$ cat src/rtl/t03_tick_monitor.sv
// t03_tick_monitor: receive-side checker for the divided timebase strobe.
// It measures the interval between rising edges of tick_in and reports each one.
// Sticky early/late flags and a lock indicator qualify the timebase.
module t03_tick_monitor #(
  parameter int unsigned CTR_W      = 23,
  parameter int unsigned EXP_PERIOD = 5000000,
  parameter int unsigned TOL        = 1000,
  parameter int unsigned LOCK_N     = 4
) (
  input  logic             hwclk,
  input  logic             nrst,
  input  logic             en,
  input  logic             tick_in,
  input  logic             clr_err,
  output logic [CTR_W-1:0] period,
  output logic             period_valid,
  output logic             early,
  output logic             late,
  output logic             lock
);

  localparam int unsigned       GCNT_W   = $clog2(LOCK_N + 1);
  localparam logic [CTR_W-1:0]  LO_CNT   = CTR_W'(EXP_PERIOD - TOL);
  localparam logic [CTR_W-1:0]  HI_CNT   = CTR_W'(EXP_PERIOD + TOL);
  localparam logic [CTR_W-1:0]  CTR_MAX  = {CTR_W{1'b1}};
  localparam logic [GCNT_W-1:0] GCNT_MAX = GCNT_W'(LOCK_N);

  typedef enum logic [1:0] {
    ST_IDLE    = 2'd0,
    ST_ARM     = 2'd1,
    ST_MEASURE = 2'd2
  } state_e;

  state_e             state_q, state_d;
  logic               tick_d_q, tick_d_d;
  logic [CTR_W-1:0]   ctr_q, ctr_d;
  logic [GCNT_W-1:0]  good_cnt_q, good_cnt_d;
  logic [CTR_W-1:0]   period_q, period_d;
  logic               period_valid_q, period_valid_d;
  logic               early_q, early_d;
  logic               late_q, late_d;
  logic               lock_q, lock_d;

  logic               tick_edge_c;
  logic [CTR_W-1:0]   ctr_inc;
  logic [GCNT_W-1:0]  good_inc;

  assign tick_edge_c = tick_in & ~tick_d_q;

  // State and datapath registers with synchronous active-low reset.
  always_ff @(posedge hwclk) begin
    if (!nrst) begin
      state_q        <= ST_IDLE;
      tick_d_q       <= 1'b0;
      ctr_q          <= '0;
      good_cnt_q     <= '0;
      period_q       <= '0;
      period_valid_q <= 1'b0;
      early_q        <= 1'b0;
      late_q         <= 1'b0;
      lock_q         <= 1'b0;
    end else begin
      state_q        <= state_d;
      tick_d_q       <= tick_d_d;
      ctr_q          <= ctr_d;
      good_cnt_q     <= good_cnt_d;
      period_q       <= period_d;
      period_valid_q <= period_valid_d;
      early_q        <= early_d;
      late_q         <= late_d;
      lock_q         <= lock_d;
    end
  end

  // Next-state, interval counting, classification and sticky flags.
  always_comb begin
    state_d        = state_q;
    tick_d_d       = tick_in;
    ctr_d          = ctr_q;
    good_cnt_d     = good_cnt_q;
    period_d       = period_q;
    period_valid_d = 1'b0;
    // clr_err is applied first so that a same-cycle set below wins.
    early_d        = early_q & ~clr_err;
    late_d         = late_q & ~clr_err;
    lock_d         = lock_q;
    ctr_inc        = (ctr_q == CTR_MAX) ? ctr_q : ctr_q + CTR_W'(1);
    good_inc       = (good_cnt_q == GCNT_MAX) ? good_cnt_q : good_cnt_q + GCNT_W'(1);

    if (!en) begin
      // Leaving for IDLE drops the measurement; period and error flags hold.
      state_d    = ST_IDLE;
      tick_d_d   = 1'b0;
      ctr_d      = '0;
      good_cnt_d = '0;
      lock_d     = 1'b0;
    end else begin
      case (state_q)
        ST_IDLE: begin
          tick_d_d = 1'b0;
          state_d  = ST_ARM;
        end
        ST_ARM: begin
          if (tick_edge_c) begin
            state_d = ST_MEASURE;
            ctr_d   = CTR_W'(1);
          end
        end
        ST_MEASURE: begin
          if (tick_edge_c) begin
            period_d       = ctr_q;
            period_valid_d = 1'b1;
            ctr_d          = CTR_W'(1);
            if (ctr_q < LO_CNT) begin
              early_d    = 1'b1;
              good_cnt_d = '0;
              lock_d     = 1'b0;
            end else if (ctr_q <= HI_CNT) begin
              good_cnt_d = good_inc;
              if (good_inc == GCNT_MAX) begin
                lock_d = 1'b1;
              end
            end else begin
              good_cnt_d = '0;
            end
          end else begin
            ctr_d = ctr_inc;
            // Counter crossing HI_CNT+1 is the timeout; it happens once per interval.
            if (ctr_q == HI_CNT) begin
              late_d     = 1'b1;
              good_cnt_d = '0;
              lock_d     = 1'b0;
            end
          end
        end
        default: begin
          state_d = ST_IDLE;
        end
      endcase
    end
  end

  assign period       = period_q;
  assign period_valid = period_valid_q;
  assign early        = early_q;
  assign late         = late_q;
  assign lock         = lock_q;

endmodule

$ cat config.mk
export PLATFORM = sky130hd
export DESIGN_NAME = t03_tick_monitor
export DESIGN_NICKNAME = d
export VERILOG_FILES = /design/src/rtl/t03_tick_monitor.sv
export SDC_FILE = /design/constraint.sdc
export NUM_CORES = 1
export LEC_CHECK = 0
export ABC_AREA = 1
export ABC_CLOCK_PERIOD_IN_PS = 1500
export BUFFER_PORTS_ARGS = -buffer_cell sky130_fd_sc_hd__buf_4
export CELL_PAD_IN_SITES_DETAIL_PLACEMENT = 2
export CELL_PAD_IN_SITES_GLOBAL_PLACEMENT = 2
export CORE_UTILIZATION = 29
export DETAILED_ROUTE_END_ITERATION = 8
export PLACE_DENSITY_LB_ADDON = 0.3
export SLEW_MARGIN = 0
export SYNTH_ARGS = -nofsm -noshare
export SYNTH_HDL_FRONTEND = slang
export SYNTH_SLANG_ARGS = --single-unit
$ cat constraint.sdc
create_clock -name hwclk -period 1.5 [get_ports hwclk]
set_input_delay 0.15 -clock hwclk [delete_from_list [all_inputs] [get_ports hwclk]]
set_output_delay 0.15 -clock hwclk [all_outputs]
set_load 0.02 [all_outputs]
# After elaboration in Yosys (flattened, before gate mapping)

Index checks and enable logic that the tools add are counted.

Bits in registers: 56
Bits of input ports: 5
Output and inout bits: 27
Logic and storage cells: 67

$add $sub $neg: 2
Order comparisons: 2
Equal/unequal tests: 10
Muxes and demuxes: 25
Bitwise gates (word level): 8
Reduce and logical (&&, ||, !) cells: 11

Operator list:

| operator              | count |
|---|---|
| $mux 23               | 3 |
| $eq 23x23->1 const B  | 2 |
| $pmux 23 s2           | 1 |
| $add 23x1->23 const B | 1 |
| $le 23x23->1 const B  | 1 |
| $lt 23x23->1 const B  | 1 |
| $mux 3                | 5 |
| $mux 1                | 14 |
| $reduce_and 3->1      | 3 |
| $eq 3x3->1 const B    | 2 |
| $ne 3x1->1 const B    | 2 |
| $pmux 2 s3            | 1 |
| $reduce_and 2->1      | 3 |
| $not 1->1             | 5 |
| $reduce_and 4->1      | 1 |
| $reduce_bool 2->1     | 2 |
| $add 3x1->3 const B   | 1 |
| $and 1x1->1           | 3 |
| $ne 3x3->1 const B    | 1 |
| $reduce_or 3->1       | 1 |
| $eq 2x1->1 const B    | 1 |
| $eq 2x2->1 const B    | 1 |
| $logic_not 2->1       | 1 |
| $mux 2                | 1 |
| $ne 2x2->1 const B    | 1 |

# Logic depth before layout (Yosys ltp)

Depth after elaboration: 7
Gate-level depth with buffers: 13
Gate-level depth less buffers: 13

# Least setup slack after synthesis

Ideal clock, no wire load.

Kind: reg-to-reg
From: reg ctr_q[0]
To: reg ctr_q[20]
Library setup time: 0.128 ns
Data arrival time: 1.540 ns
Data required time: 1.372 ns
Path slack: -0.168 ns
Cell stages (with the launch flop): 12
Buffers on the path: 1
Clock period less this slack: 1.668 ns
Cell sequence: dfxtp_1 ha_1 nand2_1 nor2_2 nand2_4 nor2_8 nand2_4 nand2_4 buf_6 nor2_2 xor2_1 nor2_1

Cells in the longest elaborated chain, start to end: 4
Elaborated cells on any way between the ends: 7
Those cells by class: add/sub (1); eq/ne (2); mux (3); reduce/logical (1)

RTL lines:

| item                   | RTL line | source |
|---|---|---|
| from (decl)            | 36       | `logic [CTR_W-1:0] ctr_q, ctr_d;` |
| from (signal assigned) | 65       | `ctr_q <= ctr_d;` |
| $add 23x1->23          | 87       | `ctr_inc = (ctr_q == CTR_MAX) ? ctr_q : ctr_q + CTR_W'(1);` |
| $mux 23                | 87       |  |
| $mux 23                | 110      | `if (tick_edge_c) begin` |
| $pmux 23 s2            | 98       | `case (state_q)` |

Several ways; a longest one is shown, not always the timed one. The select of a mux whose other input is x is not followed.
A chain may end at the register's enable or synchronous reset.

# Worst setup path after layout

From: reg ctr_q[0]
To: reg ctr_q[7]

The elaborated chain is that of the path after synthesis.

==> results.toml <==
[global_route]
grt_pass1_vias = 4091
antenna_found_initial = 0
gr-total-overflow = 0
grt_first_pass_wirelength_mm = 24.3
grt_max_degree = 31
grt_use_total_pct = 32.7

[placed_design]
placed_cell_area_sq_mm = 0.00392
gp_congestion = 0.842
port-buffer-count = 31
hpwl_mm = 9.54

[synth]
ys_async_sr_fraction_pct = 0
avgSynthCellArea_sq_um = 6.92
yosysWarnings = 0
syn_inst = 412
synth-main-ff-cell = "dfxtp_1"
synth_edf_count = 0
syn_area_sq_mm = 0.00285
ys_ff_latch = 56
synth_nets = 421
yosysSeqAreaShare_pct = 39.4
synth_cell_types = 34

[critical_path]
cp_max_fo = 6
worstSetupEndpointType = "register"
critPathSlowestCell = "dfxtp_4"
cpPeakStageDelay_ns = 0.41
worst_ep_required_time_ns = 1.77
path_delay_family = "simple AND/OR/NAND/NOR gates"
worst_ep_arrival_time_ns = 2.22
critPathLaunchType = "register"
path_buf_inv = 1
path_class = "reg2reg"
crit_chain = "ha_4, nand2_4, nor2_4, nand2_4, nor2_8, nand2_4, nand2_8, nand2_8, nand2_8, buf_8, nand2_1, nor2_1"

[floorplan]
core_area_sq_mm = 0.00937
die_x_microns = 101
pin_count = 32
die_y_microns = 101
dieArea_sq_mm = 0.0102
start_util_pct = 30.4
num_rows = 35

[clocking]
cts.path.max_buffers = 2
clkLatencyLatePin_ns = 0.35
cts.sinks = 56
clk_pin_slew_ns = 0.12
cts_max_level = 2
holdBufCountCts = 0
numCtsBuffers = 5
clockRootBuffer = "clkbuf_8"
cts_tree = "built"

[final_layout]
drive_gt1_share_pct = 52.9
fin_nets = 569
area_delta_synth_final_pct = 72.8
final_common_cell = "buf_4"
postLayoutCellArea_sq_mm = 0.00492
fill_cells = 1035
diodes = 0
mostFrequentLayoutCells = "buf_4 (129), nand2_1 (61), inv_1 (43), dfxtp_1 (37), nor2_1 (31)"

[timing]
min_period_ns = 1.96
fmax_mhz = 511
finalSetupViolations = 51
tightest_slew_ns = 0.528
hold_viol_final = 0
fin_skew_ns = 0.00926
slew_headroom_pct = 64.5
finalWorstSetupSlack_ns = -0.456
min_period_over_period_pct = 130
rsz0062_at_grt = "yes"
slew_violations = 0

[routing]
first_iter_violations = 248
routed_wirelength_mm = 20.4
drtAntennaViolNets = 0
num_vias = 3818
drt-pass1-iter-count = 4
vias_per_cell = 5.53
drc = 0
wl_per_cell_microns = 29.6

[worst_hold_path]
min_path_type = "in2reg"

[power]
power.density_mw_per_mm2 = 588
peakVddDrop_mv = 0.346
leakage_nw = 2.12
p_total_mw = 2.90

[run_status]
violations = "negative setup slack"
status = "finished with violations"

[flow_run]
maxCapViolCount = 0
registers in the layout, summed over array words and instances, names as in the netlist:
register      count
ctr_q            23
period           23
good_cnt_q        3
state_q           2
early             1
late              1
lock              1
period_valid      1
tick_d_q          1
synthesized netlist by cell type, types with 2 or more instances:
library cell,count,share of area [%]
a21oi_1,37,6.5
clkbuf_1,7,0.92
dfxtp_1,56,39
ha_1,4,1.8
inv_1,51,6.7
inv_2,3,0.40
nand2_1,83,11
nand2_2,4,0.88
nand2_4,4,1.6
nand3_1,31,5.4
nand4_1,7,1.5
nor2_1,51,6.7
nor2_2,2,0.44
nor2_4,3,1.2
nor3_1,9,1.6
nor3b_1,2,0.53
nor4_1,3,0.66
o21ai_0,31,5.4
o21ai_1,5,0.88
xor2_1,5,1.5
cells by family after synthesis:
group	count (synthesis)	share of synthesized area [%]
and+or+nand+nor	204	33.7
DFF	56	39.4
buffers and inverters	64	8.83
adders and majority gates	4	1.76
xor gates and xnor gates	6	1.84
AOI/OAI and AO/OA	78	14.5
worst reg2reg max path: cells and delay by family, from the launching register on:
family / cells / cell delay (ns)
adders and majority gates: 1 / 0.17
DFF: 1 / 0.41
and+or+nand+nor: 10 / 1.15
buffers and inverters: 1 / 0.14
final cells by class:
| class | instances | area [sq um] | share of cell area, % |
|---|---|---|---|
| timing repair buffer | 150 | 1280 | 26.0 |
| clock buffer | 5 | 68.8 | 1.40 |
| sequential | 56 | 1160 | 23.5 |
| clock inverter | 3 | 42.5 | 0.864 |
| inverter | 55 | 226 | 4.60 |
| multi-input combinational | 292 | 1980 | 40.3 |
| tap | 129 | 161 | 3.28 |
layer usage:
metal	GRT usage (%)	vias to the layer above	routed length [microns]
met3	8.18	79	1230
met2	58.1	208	9830
met1	35.0	1899	8240
met4	19.6	0	1100
met5	0	-	0
li1	-	1632	-
worst paths after layout:
| kind | from | end | slack [ns] | cells after the start |
|---|---|---|---|---|
| max | ctr_q[0] | ctr_q[7] | -0.46 | 12 |
| min | tick_in | tick_d_q | 0.12 | 3 |
| max reg2reg | ctr_q[0] | ctr_q[7] | -0.46 | 12 |
| min reg2reg | period[4] | period[4] | 0.54 | 2 |
stage by stage:
| step | hold slack, ns | util [%] | cells | setup WS [ns] | setup TNS, ns |
|---|---|---|---|---|---|
| detailed placement | 0.438 | 41.8 | 654 | -0.334 | -7.46 |
| CTS | 0.0916 | 46.1 | 671 | -0.166 | -3.21 |
| global placement | 0.410 | 41.8 | 654 | -0.145 | -2.36 |
| floorplan | 0.275 | - | 412 | -0.0556 | -0.159 |
| global route | 0.114 | 52.5 | 690 | -0.526 | -11.99 |
| finish | 0.120 | 52.5 | 690 | -0.456 | -10.47 |
power by group:
part	switching [mW]	internal (mW)	total, mW
Combinational	0.171	0.106	0.277
Sequential	0.0100	1.49	1.50
Clock	0.625	0.497	1.12
Total	0.806	2.09	2.90
what timing repair did:
item                                    4_1_cts  5_1_grt
resized for setup                            69      132
pin swaps                                    13       28
cloned                                        0        4
buffers inserted                             10       16
endpoints found under the setup margin       52       52
Note: power is estimated with default switching activity, not from simulation.
